### config.mk
export PLATFORM = sky130hd
export DESIGN_NAME = sigma_diff_accum
export DESIGN_NICKNAME = d
export VERILOG_FILES = /design/src/rtl/sigma_pkg.sv /design/src/rtl/sigma_diff_accum_abs_thr_cmp.sv /design/src/rtl/sigma_diff_accum.sv
export SDC_FILE = /design/constraint.sdc
export NUM_CORES = 1
export LEC_CHECK = 0
export CELL_PAD_IN_SITES_DETAIL_PLACEMENT = 0
export CELL_PAD_IN_SITES_GLOBAL_PLACEMENT = 2
export CORE_UTILIZATION = 41
export DETAILED_ROUTE_END_ITERATION = 8
export PLACE_DENSITY = 0.88
export SLEW_MARGIN = 20
export SYNTH_ARGS = -nofsm -noshare
export SYNTH_HDL_FRONTEND = slang
export SYNTH_HIERARCHICAL = 1
export SYNTH_SLANG_ARGS = --single-unit
export TNS_END_PERCENT = 10
### constraint.sdc
create_clock -name clk -period 19.8 [get_ports clk]
set_input_delay 3.96 -clock clk [delete_from_list [all_inputs] [get_ports clk]]
set_output_delay 3.96 -clock clk [all_outputs]
set_load 0.005 [all_outputs]
### src/rtl/sigma_pkg.sv
// Shared constants, FSM state type and the reciprocal table for the sigma averaging stage.
// The reciprocal is used to turn a sum into a mean without a divider.
package sigma_pkg;

    localparam int PIX_W   = 8;
    localparam int DIFF_W  = 9;
    localparam int SUM_W   = 12;
    localparam int RECIP_W = 13;
    localparam int FRAC    = 12;

    typedef enum logic [1:0] {
        S_ACC,
        S_MUL,
        S_OUT
    } state_t;

    // Unsigned Q1.12 value of round(4096/k), for sample counts k = 1..9.
    function automatic logic [RECIP_W-1:0] recip(input logic [3:0] k);
        logic [RECIP_W-1:0] r;
        case (k)
            4'd1:    r = 13'd4096;
            4'd2:    r = 13'd2048;
            4'd3:    r = 13'd1365;
            4'd4:    r = 13'd1024;
            4'd5:    r = 13'd819;
            4'd6:    r = 13'd683;
            4'd7:    r = 13'd585;
            4'd8:    r = 13'd512;
            4'd9:    r = 13'd455;
            default: r = '0;
        endcase
        return r;
    endfunction

endpackage

### src/rtl/sigma_diff_accum_abs_thr_cmp.sv
// Keep flag for one neighbour: |diff| <= thr.
// Combinational, zero latency. No flow control.
// -256 is kept out naturally: its 9-bit magnitude is 256, which no 8-bit threshold reaches.
module abs_thr_cmp
    import sigma_pkg::*;
(
    input  logic [DIFF_W-1:0] diff,
    input  logic [PIX_W-1:0]  thr,
    output logic              keep
);

    logic [DIFF_W-1:0] mag;

    always_comb begin
        mag  = diff[DIFF_W-1] ? (~diff + 1'b1) : diff;
        keep = (mag <= {1'b0, thr});
    end

endmodule

### src/rtl/sigma_diff_accum.sv
// Sigma filter: centre + mean of neighbour diffs within threshold (centre counts as a sample).
// Latency: last beat accepted in cycle t -> out_valid in cycle t+2. One group in flight.
// Backpressure: in_ready drops from the last beat until the result is taken; outputs hold while out_ready=0.
module sigma_diff_accum #(
    parameter int MAX_NEIGH = 8,
    parameter int RECIP_W   = 13
) (
    input  logic       clk,
    input  logic       rst,
    input  logic       in_valid,
    output logic       in_ready,
    input  logic [8:0] in_diff,
    input  logic [7:0] in_center,
    input  logic [7:0] in_thr,
    input  logic       in_last,
    output logic       out_valid,
    input  logic       out_ready,
    output logic [7:0] out_pixel,
    output logic [3:0] out_count,
    output logic       protocol_err
);
    import sigma_pkg::*;

    localparam int PROD_W = SUM_W + RECIP_W + 1;

    state_t state, state_nxt;

    logic signed [SUM_W-1:0]  sum, sum_base, sum_nxt, diff_ext;
    logic [3:0]               cnt, cnt_base, cnt_nxt;
    logic [3:0]               beat_cnt;
    logic [PIX_W-1:0]         centre_r, thr_r, thr_eff;
    logic signed [PROD_W-1:0] prod, prod_nxt, q, pix_full;
    logic [RECIP_W-1:0]       recip_k;
    logic                     first_beat, keep, accept, at_max, close_grp;

    assign first_beat = (beat_cnt == 4'd0);
    // Centre and threshold only matter on the first beat; later beats use the latched copy.
    assign thr_eff    = first_beat ? in_thr : thr_r;

    abs_thr_cmp u_abs_thr_cmp (
        .diff (in_diff),
        .thr  (thr_eff),
        .keep (keep)
    );

    always_comb begin
        accept    = in_valid && (state == S_ACC);
        at_max    = (beat_cnt == 4'(MAX_NEIGH - 1));
        close_grp = accept && (in_last || at_max);

        diff_ext  = {{(SUM_W-DIFF_W){in_diff[DIFF_W-1]}}, in_diff};
        sum_base  = first_beat ? '0 : sum;
        cnt_base  = first_beat ? 4'd0 : cnt;
        sum_nxt   = keep ? (sum_base + diff_ext) : sum_base;
        cnt_nxt   = keep ? (cnt_base + 4'd1) : cnt_base;

        recip_k   = recip(cnt + 4'd1);
        prod_nxt  = $signed(sum) * $signed({1'b0, recip_k});
    end

    always_comb begin
        state_nxt = state;
        in_ready  = 1'b0;
        out_valid = 1'b0;
        case (state)
            S_ACC: begin
                in_ready = 1'b1;
                if (close_grp)
                    state_nxt = S_MUL;
            end
            S_MUL: state_nxt = S_OUT;
            S_OUT: begin
                out_valid = 1'b1;
                if (out_ready)
                    state_nxt = S_ACC;
            end
            default: state_nxt = S_ACC;
        endcase
    end

    always_ff @(posedge clk) begin
        if (rst) begin
            state        <= S_ACC;
            sum          <= '0;
            cnt          <= '0;
            beat_cnt     <= '0;
            centre_r     <= '0;
            thr_r        <= '0;
            prod         <= '0;
            protocol_err <= 1'b0;
        end else begin
            state <= state_nxt;
            if (accept) begin
                sum      <= sum_nxt;
                cnt      <= cnt_nxt;
                beat_cnt <= beat_cnt + 4'd1;
                if (first_beat) begin
                    centre_r <= in_center;
                    thr_r    <= in_thr;
                end
                if (at_max && !in_last)
                    protocol_err <= 1'b1;
            end
            if (state == S_MUL)
                prod <= prod_nxt;
            if (state == S_OUT && out_ready)
                beat_cnt <= '0;
        end
    end

    // Round half up, then saturate to the pixel range.
    always_comb begin
        q        = (prod + PROD_W'(2048)) >>> FRAC;
        pix_full = $signed({{(PROD_W-PIX_W){1'b0}}, centre_r}) + q;
        if (pix_full < 0)
            out_pixel = 8'd0;
        else if (pix_full > PROD_W'(255))
            out_pixel = 8'd255;
        else
            out_pixel = pix_full[PIX_W-1:0];
        out_count = cnt;
    end

endmodule

== Word-level counts from Yosys, hierarchy flattened ==
Memories as Yosys holds them, arrays and structs flattened.
Cells that the tools add are included.
Storage, ports and cells
  register bits: 65
  bits in read-only memories: 208
  bits of input ports: 30
  output and inout port bits: 15
  word-level logic and storage cells: 51
  memories kept: 1
Memory list
  (no name shown): words 16, width 13, rd ports 1, clocked after memory_dff 0, wr ports 0, RTL line sigma_pkg.sv:20  | case (k)
Operators by class
  add/subtract/negate cells: 7
  multiply operators: 1
  magnitude comparators: 3
  eq/ne operators: 5
  multiplexer cells: 13
  bitwise logic cells: 1
  reduce and logical (&&, ||, !) cells: 12
Operator list (count)
  26-bit by 13-bit adder with 26-bit output (second input constant): 1
  12-bit by 14-bit multiplier with 26-bit output: 1
  12-bit two-way mux: 2
  8-bit two-way mux: 3
  9-bit by 14-bit adder with 15-bit output: 1
  15-bit by 9-bit > comparator with 1-bit output (second input constant): 1
  15-bit by 1-bit less-than comparator with 1-bit output (second input constant): 1
  12-bit by 9-bit adder with 12-bit output: 1
  4-bit by 1-bit adder with 4-bit output (second input constant): 3
  9-bit by 1-bit adder with 9-bit output (second input constant): 1
  9-bit by 8-bit less-or-equal comparator with 1-bit output: 1
  9-bit two-way mux: 1
  9-bit NOT: 1
  4-bit two-way mux: 2
  2-bit one-hot mux with 3 select lines: 1
  2-bit AND reduction: 3
  4-bit by 3-bit == test with 1-bit output (second input constant): 1
  1-bit logical AND: 4
  4-bit logical NOT: 1
  2-bit two-way mux: 2
  2-bit inequality test (second input constant): 2
  2-bit by 1-bit == test with 1-bit output (second input constant): 1
  2-bit == test (second input constant): 1
  2-bit logical NOT: 1
  other kinds (4): 5

== Depth between registers and ports, before layout ==
Gate-level depths: netlist (run 1).
  depth in word-level cells: 5
  gate-level depth with buffers: 29
  mapped depth without buffers: 27

== Modules after synthesis ==
Netlist (run 1), hierarchy kept.
By module, submodules not included
  sigma_diff_accum: times used 1, cells an instance 1036, area an instance 8481.9 um^2, sequential area each 1081.0 um^2
  abs_thr_cmp: times used 1, cells an instance 53, area an instance 375.4 um^2, sequential area each 0.0 um^2

== Worst setup path before layout (run 1) ==
No wires, ideal clock.
  kind: register -> register
  start: register cnt[1] (netlist: out_count[1])
  end: register prod[25]
  library setup time: 0.117 ns
  arrival time: 6.591 ns
  required time: 19.683 ns
  setup slack: 13.092 ns
  cell stages (with the launch flop): 25
  path buffers: 2
  clock period less this slack: 6.708 ns
  path through: dfxtp_1 > ha_1 > inv_1 > ha_1 > clkbuf_1 > nor2_1 > o21a_1 > clkbuf_1 > and2_1 > fa_1 > fa_1 > fa_1 > fa_1 > inv_1 > fa_1 > inv_1 > ha_1 > a21o_1 > a211oi_2 > nor2_1 > a211o_1 > a21oi_4 > nor3_2 > or4_1 > a32o_1
Between the ends
  longest elaborated chain between the ends: 3
Ends and longest elaborated chain
  start, declared: RTL line sigma_diff_accum.sv:29  | logic [3:0] cnt, cnt_base, cnt_nxt;
  start signal, assigned: RTL line sigma_diff_accum.sv:95  | cnt <= cnt_nxt;
  4-bit by 1-bit adder with 4-bit output: RTL line sigma_diff_accum.sv:57  | recip_k = recip(cnt + 4'd1);
  memory read 16 x 13 bit
  12-bit by 14-bit multiplier with 26-bit output: RTL line sigma_diff_accum.sv:58  | prod_nxt = $signed(sum) * $signed({1'b0, recip_k});
  end signal, assigned: RTL line sigma_diff_accum.sv:105  | prod <= prod_nxt;
  end, declared: RTL line sigma_diff_accum.sv:32  | logic signed [PROD_W-1:0] prod, prod_nxt, q, pix_full;
No other way between the ends.
A chain may end at the register's enable or synchronous reset.

== Worst setup path in the final report (run 1) ==
  start: register prod[12]
  end: output out_pixel[6]
Between the ends
  longest elaborated chain between the ends: 5
  elaborated cells between the ends (all ways): 6
  classes of those cells: add/sub: 2; order compare: 2; mux: 2
Ends and longest elaborated chain
  26-bit by 13-bit adder with 26-bit output *: RTL line sigma_diff_accum.sv:113  | q = (prod + PROD_W'(2048)) >>> FRAC;
  9-bit by 14-bit adder with 15-bit output *: RTL line sigma_diff_accum.sv:114  | pix_full = $signed({{(PROD_W-PIX_W){1'b0}}, centre_r}) + q;
  15-bit by 9-bit > comparator with 1-bit output: RTL line sigma_diff_accum.sv:117  | else if (pix_full > PROD_W'(255))
  8-bit two-way mux: RTL line sigma_diff_accum.sv:117
  8-bit two-way mux *: RTL line sigma_diff_accum.sv:115  | if (pix_full < 0)
  end, declared: RTL line sigma_diff_accum.sv:18  | output logic [7:0] out_pixel,
Every way passes the cells marked *; elsewhere a longest branch is shown, timed or not.

==> impl_metrics.yaml, run 1 <==
global_route:
  grt_usage_pct: 19.5
  antenna_violations_before_repair: 0
  via_count_of_the_first_global_routing_pass: 6782
  globalRoute.totalOverflow: 0
  wire_length_of_the_first_global_routing_pass_um: 34600
  largest_net_degree_at_the_start_of_global_routing: 48
floorplanning:
  ioPinCount: 45
  die-area_mm2: 0.0222
  floorplan.rows: 53
  core_area_mm2: 0.0211
  y_dimension_of_the_die_um: 149
  chipWidth_um: 149
  initial_core_util_pct: 42.0
clocking:
  worst_skew_pair.late_latency_ps: 290
  tritoncts: "done"
  clk_pin_slew_ps: 70
  postCtsSetupBuffers: 0
  cts.path.max_buffers: 2
  cts-resized-gates: 0
  cts_htree_levels: 2
  clock_buffer_count_from_cts: 5
  cts_root_buffer: "sky130_fd_sc_hd__clkbuf_16"
  cts_hold_repair.buffers: 0
  tritoncts_num_sinks: 54
synth:
  ys_top_cells_by_area: "sky130_fd_sc_hd__fa_1 25%, sky130_fd_sc_hd__ha_1 16%, sky130_fd_sc_hd__dfxtp_1 12%, sky130_fd_sc_hd__nand2_1 7.7%, sky130_fd_sc_hd__inv_1 7.3%"
  synth_area_mm2: 0.00886
  synth_fp_nets: 1343
  synthFlopType: "sky130_fd_sc_hd__dfxtp_1"
  post_synthesis_simple_gate_area_fraction_pct: 21.0
  synth_register_bits: 54
  synth_top_area_share_pct: 25.1
  yosysWarnings: 6
  synth_top_family_by_area: "adder cells"
  xor_xnor_share_of_the_synthesized_area_pct: 4.65
  synth-seq-area-share_pct: 12.2
  count_of_flip_flops_with_a_built_in_enable_after_synthesis: 0
  synth_mux_area_share_pct: 1.13
  async_reset_ff_share_pct: 0
  synth-compound-area-share_pct: 10.9
  syn-instance-count: 1089
  synthAdderAreaFrac_pct: 41.1
  synthDominantAreaCellType: "sky130_fd_sc_hd__fa_1"
  yosysUniqueCellTypes: 59
  synth_area_per_cell_um2: 8.13
worst_setup_path:
  cp_max_fo: 7
  worstPathRequired_ps: 15840
  timing.reg2reg.worst_path_depth: 22
  cp_slowest_cell: "sky130_fd_sc_hd__or4_1"
  timing.critical_path.from_type: "flip-flop"
  worst_r2r_endpoint: "prod[25]$_SDFFE_PP0N_"
  worstPathArrival_ps: 3790
  type_of_the_setup_path_with_the_least_slack: "reg2out"
  end_kind: "output port"
  rrSetupSlack_ps: 12460
  worstPathCellList: "ha_1, and4_1, nand4_1, xnor2_1, ha_1, or4_1, o21bai_1, and4_1, a21oi_1, nor2_1, a21oi_1, clkdlybuf4s50_1"
  r2r-start: "out_count[1]$_SDFFE_PP0P_"
  worst_path_largest_cell_delay_ps: 540
pwr:
  total_power_per_unit_cell_area_mw_per_mm2: 38.0
  combinationalPowerShare_pct: 40.6
  ir_drop_v: 0.0000313
  design_power_total_mw: 0.367
  sw_frac_of_total_pct: 37.8
  sequentialPowerShare_pct: 36.4
  p_int_mw: 0.228
  net-switching-power_mw: 0.139
  static-leakage-power_nw: 4.69
  power_frac_clock_pct: 23.0
timing:
  worst-slew-pin-transition_ps: 1080
  rsz0062_at_grt: "no"
  setup_total_negative_slack_ps: 0
  maxSlewHeadroom_pct: 28.0
  whs_ps: 455
  post-route-period-util_pct: 39.1
  fin_worst_skew_ps: 6.11
  timing.final.setup_violations: 0
  timing.final.crit_period_ps: 7750
  drv_slew: 0
  timing.fmax_mhz: 129
  final_hold_viol_count: 0
finish:
  most-common-layout-cells: "182 x sky130_fd_sc_hd__nand2_1, 172 x sky130_fd_sc_hd__inv_1, 113 x sky130_fd_sc_hd__ha_1"
  final_net_count: 1356
  num-fill-cells: 2165
  n_antenna_cell: 0
  final_layout_size_suffix_gt1_share_pct: 2.90
  layoutNonFillerInstCount: 1377
  layout.cells.most_common: "sky130_fd_sc_hd__nand2_1"
  syn_to_final_growth_pct: 8.90
  utilization_pct: 45.7
placed_design:
  place.port_buffers: 44
  gpl.final_weighted_congestion: 0.798
  dp.cells: 1370
  dp_hpwl_um: 16500
hold_path:
  timing.hold.worst.class: "reg2reg"
  hold_path_depth: 2
  min-delay-start: "thr_r[5]$_SDFFE_PP0P_"
  hold_end: "thr_r[5]$_SDFFE_PP0P_"
routing:
  detail_route.wl_per_cell_um: 14.8
  drt_iter0_drc: 290
  drtAntennaViolNets: 0
  drt_pre_antenna_iters: 4
  drc: 0
  avgViaCountPerCell: 4.94
  postRouteWirelength_um: 20400
  routed_via_count: 6807
outcome:
  result_of_the_run: "complete, no violations"
flow_run:
  max-cap-violations: 0
-- critical path, delay by kind of cell (launching register included) --
family	cells	cell delay, ps
DFF	1	410
AOI/OAI and AO/OA	3	390
buffers and inverters	1	480
adders and majority gates	2	460
xor gates and xnor gates	1	170
and+or+nand+nor	5	1590
-- Yosys cell counts, types with 4 or more instances --
master / instances
sky130_fd_sc_hd__mux2_2: 8
sky130_fd_sc_hd__a211o_1: 4
sky130_fd_sc_hd__fa_1: 111
sky130_fd_sc_hd__a21o_1: 8
sky130_fd_sc_hd__nand2b_1: 17
sky130_fd_sc_hd__and4_1: 4
sky130_fd_sc_hd__a22o_1: 5
sky130_fd_sc_hd__clkbuf_1: 41
sky130_fd_sc_hd__nor3_1: 9
sky130_fd_sc_hd__a21oi_1: 55
sky130_fd_sc_hd__o21bai_1: 5
sky130_fd_sc_hd__a22oi_1: 7
sky130_fd_sc_hd__nor2_1: 62
sky130_fd_sc_hd__nand2_1: 182
sky130_fd_sc_hd__ha_1: 113
sky130_fd_sc_hd__nand3_1: 21
sky130_fd_sc_hd__nand4_1: 6
sky130_fd_sc_hd__a31oi_1: 4
sky130_fd_sc_hd__inv_1: 172
sky130_fd_sc_hd__nor2b_1: 14
sky130_fd_sc_hd__and2_1: 52
sky130_fd_sc_hd__xnor2_1: 28
sky130_fd_sc_hd__o21ai_0: 20
sky130_fd_sc_hd__and3_1: 10
sky130_fd_sc_hd__o21a_1: 4
sky130_fd_sc_hd__dfxtp_1: 54
sky130_fd_sc_hd__a211oi_1: 7
sky130_fd_sc_hd__xor2_1: 19
-- sequential cells by signal, indices dropped and copies added, names as in the netlist --
| register | cells |
|---|---|
| centre_r | 8 |
| protocol_err | 1 |
| prod | 15 |
| sum | 12 |
| beat_cnt | 4 |
| state | 2 |
| thr_r | 8 |
| out_count | 4 |
-- power groups by stage --
stage	combinational [mW]	clock, mW	sequential (mW)
5_1_grt	0.171	0.0911	0.136
3_3_place_gp	0.151	0	0.136
4_1_cts	0.151	0.0863	0.134
3_5_place_dp	0.150	0	0.136
6_report	0.149	0.0842	0.134
2_1_floorplan	0.112	0	0.124
-- layout make-up --
class                           count  area [µm²]  area share [%]
Multi-Input combinational cell    820        6970            72.3
Inverter                          173         649            6.73
Tap cell                          275         344            3.57
Timing Repair Buffer               48         465            4.83
Clock buffer                        7         133            1.38
Sequential cell                    54        1080            11.2
-- metal layers --
metal,global-route usage (%),wire (µm),up-vias
met1,28.4,10400,3231
li1,-,-,3508
met2,32.0,9320,62
met3,2.29,523,6
met4,1.89,98,0
met5,0,0,-
-- worst max-delay path by stage --
stage                     cells after the start                    end  slack, ps                       from
after global placement                       15    sum[9]$_SDFFE_PP0P_      12110                 in_diff[0]
final                                        12           out_pixel[6]      12050      prod[12]$_SDFFE_PP0N_
after detailed placement                     15    sum[6]$_SDFFE_PP0P_      12180                 in_diff[0]
after global routing                         12           out_pixel[7]      11790      prod[11]$_SDFFE_PP0N_
after CTS                                    12           out_pixel[1]      12010      prod[12]$_SDFFE_PP0N_
after floorplan                              24  prod[25]$_SDFFE_PP0N_      13090  out_count[1]$_SDFFE_PP0P_
-- cells by family after synthesis --
family	count (synthesis)
xor gates and xnor gates	47
DFF	54
AOI/OAI and AO/OA	145
and+or+nand+nor	395
muxes	9
adders and majority gates	224
buffers and inverters	215
-- per-stage QoR --
| stage | worst slack, ps | instance area (µm²) |
|---|---|---|
| final | 12050 | 9650 |
| after global routing | 11790 | 9650 |
| after CTS | 12010 | 9650 |
| after detailed placement | 12180 | 9510 |
| after global placement | 12110 | 9510 |
| after floorplan | 13090 | 8860 |
(Power assumes the default switching activity.)
==> run 2, diff against run 1 <==
Settings changed: CORE_UTILIZATION 41 to 35, PLACE_DENSITY 0.88 to 0.8.
Clock period 19.8 ns to 7.1 ns, I/O delays scaled along.
==> impl_metrics.yaml, run 2 (synthesis gave the netlist of run 1 again) <==
routing:
  wl_met1_um: 10700
  detail_route.wl_per_cell_um: 14.8
  routed_via_count: 6964
  drtAntennaViolNets: 0
  drt_pre_antenna_iters: 4
  drc: 0
  top_layer_used: "met4"
  drt_iter0_drc: 260
  avgViaCountPerCell: 4.82
  met3_wirelength_um: 509
  postRouteWirelength_um: 21400
  wl_met2_um: 10100
clocking:
  cts_htree_levels: 2
  cts_root_buffer: "sky130_fd_sc_hd__clkbuf_16"
  cts_hold_repair.buffers: 0
  tritoncts: "done"
  cts-resized-gates: 0
  cts.path.max_buffers: 2
  worst_skew_pair.late_latency_ps: 300
  clock_buffer_count_from_cts: 5
  postCtsSetupBuffers: 0
  tritoncts_num_sinks: 54
  clk_pin_slew_ps: 80
floorplanning:
  floorplan.rows: 57
  ioPinCount: 45
  core_area_mm2: 0.0246
  die-area_mm2: 0.0259
  initial_core_util_pct: 36.0
  y_dimension_of_the_die_um: 161
  chipWidth_um: 161
timing:
  setup_total_negative_slack_ps: 0
  whs_ps: 458
  timing.fmax_mhz: 149
  drv_slew: 0
  rsz0062_at_grt: "no"
  maxSlewHeadroom_pct: 44.3
  post-route-period-util_pct: 94.4
  fin_worst_skew_ps: 11.2
  worst-slew-pin-transition_ps: 834
  timing.final.crit_period_ps: 6700
  timing.final.setup_violations: 0
  final_hold_viol_count: 0
worst_setup_path:
  worstPathRequired_ps: 7300
  timing.critical_path.from_type: "flip-flop"
  cp_max_fo: 11
  end_kind: "flip-flop"
  worst_path_largest_cell_delay_ps: 570
  critical_path.top_delay_family: "adder cells"
  type_of_the_setup_path_with_the_least_slack: "reg2reg"
  cp_slowest_cell: "sky130_fd_sc_hd__fa_1"
  worstPathArrival_ps: 6910
  worstPathCellList: "ha_1, inv_1, ha_1, buf_4, nand3_1, nand2_2, and2_1, fa_1, fa_1, fa_1, fa_1, inv_1, fa_1, inv_1, ha_1, a21o_1, a211oi_2, nor2_1, a211o_1, a21oi_4, nor3_2, or4_1, a32o_1"
  cp_num_buf_inv: 4
  cpMostUsedCell: "sky130_fd_sc_hd__fa_1"
finish:
  reg_top3: "prod: 15 flops, sum: 12 flops"
  final_net_count: 1374
  layout.cells.most_common: "sky130_fd_sc_hd__nand2_1"
  final_layout_size_suffix_gt1_share_pct: 5.44
  n_antenna_cell: 0
  utilization_pct: 40.3
  largest_register_ff_count: 15
  most-common-layout-cells: "180 x sky130_fd_sc_hd__nand2_1, 172 x sky130_fd_sc_hd__inv_1, 113 x sky130_fd_sc_hd__ha_1"
  most_flop_heavy_register: "prod"
  syn_to_final_growth_pct: 11.9
  num-fill-cells: 2554
global_route:
  wire_length_of_the_first_global_routing_pass_um: 36200
  globalRoute.totalOverflow: 0
  largest_net_degree_at_the_start_of_global_routing: 48
  via_count_of_the_first_global_routing_pass: 7230
  grt_usage_pct: 17.2
  antenna_violations_before_repair: 0
hold_path:
  timing.hold.worst.class: "reg2reg"
pwr:
  ir_drop_v: 0.0000913
  net-switching-power_mw: 0.417
  total_power_per_unit_cell_area_mw_per_mm2: 108
  p_int_mw: 0.652
  sequentialPowerShare_pct: 34.4
  power_frac_clock_pct: 24.7
  combinationalPowerShare_pct: 40.9
  sw_frac_of_total_pct: 39.0
  static-leakage-power_nw: 4.81
flow_run:
  max-cap-violations: 0
placed_design:
  place.port_buffers: 44
  dp_hpwl_um: 17300
  gpl.final_weighted_congestion: 0.828
outcome:
  result_of_the_run: "complete, no violations"
[run 2: worst min-delay path: cells and delay by family (launching register included)]
family          cells  cell delay [ps]
compound gates      1               50
simple gates        1               50
flops               1              310
[run 2: power by group through the flow]
stage / Sequential [mW] / Clock [mW] / Combinational (mW)
2_1_floorplan: 0.345 / 0 / 0.314
3_3_place_gp: 0.374 / 0 / 0.438
3_5_place_dp: 0.374 / 0 / 0.439
4_1_cts: 0.367 / 0.272 / 0.444
5_1_grt: 0.372 / 0.284 / 0.502
6_report: 0.368 / 0.263 / 0.437
[run 2: final cells by class]
class                           count  area [µm²]  area share, %
Multi-Input combinational cell    820        7020           70.8
Sequential cell                    54        1080           10.9
Inverter                          173         649           6.55
Timing Repair Buffer               66         601           6.06
Tap cell                          324         405           4.09
Clock buffer                        5         125           1.26
Clock inverter                      3        28.8          0.290
[run 2: worst paths after layout]
kind | cells past startpoint | startpoint | end | slack, ps
min | 2 | thr_r[6]$_SDFFE_PP0P_ | thr_r[6]$_SDFFE_PP0P_ | 460
min reg2reg | 2 | thr_r[6]$_SDFFE_PP0P_ | thr_r[6]$_SDFFE_PP0P_ | 460
max reg2reg | 23 | out_count[1]$_SDFFE_PP0P_ | prod[25]$_SDFFE_PP0N_ | 400
max | 23 | out_count[1]$_SDFFE_PP0P_ | prod[25]$_SDFFE_PP0N_ | 400
[run 2: metal layers]
layer / track usage (%) / vias up
li1: - / 3534
met1: 23.8 / 3348
met2: 29.6 / 74
met3: 1.57 / 8
met4: 2.14 / 0
met5: 0 / -
[run 2: stage by stage]
stage | power (mW) | setup WS [ps] | area, µm² | std cells
2_1_floorplan | 0.659 | 392 | 8860 | 1089
3_3_place_gp | 0.813 | 265 | 9710 | 1437
3_5_place_dp | 0.814 | 138 | 9710 | 1437
4_1_cts | 1.08 | 133 | 9860 | 1445
5_1_grt | 1.16 | 14.7 | 9910 | 1445
6_report | 1.07 | 397 | 9910 | 1445
==> run 3, diff against run 2 <==
Settings changed: REMOVE_ABC_BUFFERS from default to 1.
==> impl_metrics.yaml, run 3 (synthesis gave the netlist of run 1 again) <==
outcome:
  result_of_the_run: "complete, no violations"
routing:
  drtAntennaViolNets: 0
  drt_iter0_drc: 315
  routed_via_count: 7109
  avgViaCountPerCell: 4.92
  detail_route.wl_per_cell_um: 15.0
  wl_met2_um: 10500
  wl_met1_um: 10500
  drc: 0
  top_layer_used: "met4"
  drt_pre_antenna_iters: 5
  met3_wirelength_um: 565
  postRouteWirelength_um: 21700
floorplanning:
  y_dimension_of_the_die_um: 161
  initial_core_util_pct: 36.0
  die-area_mm2: 0.0259
  floorplan.rows: 57
  ioPinCount: 45
  core_area_mm2: 0.0246
  chipWidth_um: 161
worst_setup_path:
  timing.reg2reg.worst_path_depth: 22
  cpMostUsedCell: "sky130_fd_sc_hd__fa_1"
  worst_r2r_endpoint: "prod[25]$_SDFFE_PP0N_"
  r2r-start: "out_count[1]$_SDFFE_PP0P_"
  type_of_the_setup_path_with_the_least_slack: "reg2reg"
  timing.critical_path.from_type: "flip-flop"
  worst_path_largest_cell_delay_ps: 540
  rrSetupSlack_ps: 280
  setup.worst_path.start: "out_count[1]$_SDFFE_PP0P_"
  worstPathArrival_ps: 7040
  cp_max_fo: 10
  end_kind: "flip-flop"
  worstPathRequired_ps: 7320
  timing.critical_path.to: "prod[25]$_SDFFE_PP0N_"
  cp_slowest_cell: "sky130_fd_sc_hd__fa_1"
  worstPathCellList: "ha_1, inv_1, ha_1, nand2b_1, a21oi_1, and2_1, fa_1, fa_1, fa_1, fa_1, inv_1, fa_1, inv_1, ha_1, a21o_1, a211oi_2, nor2_1, a211o_1, a21oi_4, nor3_2, or4_1, a32o_1"
clocking:
  tritoncts: "done"
  worst_skew_pair.late_latency_ps: 320
  cts_root_buffer: "sky130_fd_sc_hd__clkbuf_16"
  clk_pin_slew_ps: 90
  cts_hold_repair.buffers: 0
  tritoncts_num_sinks: 54
  clock_buffer_count_from_cts: 5
  cts_htree_levels: 2
  cts.path.max_buffers: 2
finish:
  finish.instance_area_mm2: 0.00994
  most_flop_heavy_register: "prod"
  utilization_pct: 40.4
  final_net_count: 1375
  ff_latch_area_mm2: 0.00108
  most-common-layout-cells: "179 x sky130_fd_sc_hd__nand2_1, 172 x sky130_fd_sc_hd__inv_1, 113 x sky130_fd_sc_hd__ha_1"
  syn_to_final_growth_pct: 12.2
  n_antenna_cell: 0
  num-fill-cells: 2623
  reg_top3: "prod: 15 flops, sum: 12 flops"
  multi_input_comb_area_mm2: 0.00704
  final_layout_size_suffix_gt1_share_pct: 5.79
  largest_register_ff_count: 15
  layout.cells.most_common: "sky130_fd_sc_hd__nand2_1"
placed_design:
  place.port_buffers: 44
  dp_hpwl_um: 17400
  place_area_mm2: 0.00972
  gpl.final_weighted_congestion: 0.810
pwr:
  ir_drop_v: 0.000120
  design_power_total_mw: 1.08
  static-leakage-power_nw: 4.82
  total_power_per_unit_cell_area_mw_per_mm2: 109
timing:
  worst-slew-pin-transition_ps: 841
  maxSlewHeadroom_pct: 43.7
  timing.final.setup_violations: 0
  post-route-period-util_pct: 96.1
  timing.final.crit_period_ps: 6820
  timing.fmax_mhz: 147
  final_hold_viol_count: 0
  fin_worst_skew_ps: 17.7
  drv_slew: 0
global_route:
  largest_net_degree_at_the_start_of_global_routing: 48
  via_count_of_the_first_global_routing_pass: 7113
  globalRoute.totalOverflow: 0
  wire_length_of_the_first_global_routing_pass_um: 36300
  grt_usage_pct: 17.6
  antenna_violations_before_repair: 0
hold_path:
  timing.hold.worst.class: "reg2reg"
flow_run:
  max-cap-violations: 0
run 3: repair_timing:
item,CTS,global route
resized for setup,1,13
endpoints found under the setup margin,1,8
buffers inserted,0,0
cloned,0,0
run 3: area by class of cell:
cell class | count | area share [%]
multi-input combinational | 820 | 70.8
sequential | 54 | 10.9
inverter | 173 | 6.53
timing repair buffer | 67 | 6.12
tap | 324 | 4.08
clock buffer | 5 | 1.26
clock inverter | 3 | 0.289
run 3: worst min path at each step:
stage | startpoint | to | slack, ps | cells after the start
after floorplan | thr_r[0]$_SDFFE_PP0P_ | thr_r[0]$_SDFFE_PP0P_ | 430 | 2
after global placement | thr_r[3]$_SDFFE_PP0P_ | thr_r[3]$_SDFFE_PP0P_ | 440 | 2
after detailed placement | thr_r[0]$_SDFFE_PP0P_ | thr_r[0]$_SDFFE_PP0P_ | 450 | 2
after CTS | thr_r[0]$_SDFFE_PP0P_ | thr_r[0]$_SDFFE_PP0P_ | 460 | 2
after global routing | centre_r[4]$_SDFFE_PP0P_ | centre_r[4]$_SDFFE_PP0P_ | 480 | 2
final | thr_r[1]$_SDFFE_PP0P_ | thr_r[1]$_SDFFE_PP0P_ | 460 | 2
run 3: where the power goes:
| group | total [mW] | switching [mW] | leakage, nW | internal [mW] |
|---|---|---|---|---|
| combinational | 0.444 | 0.250 | 4.30 | 0.194 |
| clock | 0.274 | 0.138 | 0.0759 | 0.135 |
| sequential | 0.366 | 0.0425 | 0.439 | 0.323 |
| total | 1.08 | 0.431 | 4.82 | 0.653 |
run 3: through the flow:
stage	TNS, ps	std cells	hold WS [ps]	setup WS [ps]
floorplan	0	1047	428	131
global placement	0	1438	440	188
detailed placement	-4.14	1438	448	-4.14
CTS	0	1446	460	10.3
global route	-7.09	1446	479	-7.09
finish	0	1446	457	277
run 3: worst max-delay path, delay by kind of cell, from the launching register on:
| family | cells | cell delay, ps |
|---|---|---|
| adders and majority gates | 8 | 3480 |
| AOI/OAI and AO/OA | 6 | 1590 |
| and+or+nand+nor | 5 | 1080 |
| DFF | 1 | 460 |
| buffers and inverters | 3 | 130 |
run 3: metal layers:
metal / up-vias / global-route usage (%)
met5: - / 0
met4: 0 / 3.13
met3: 13 / 1.54
met2: 86 / 30.0
met1: 3467 / 24.5
li1: 3543 / -
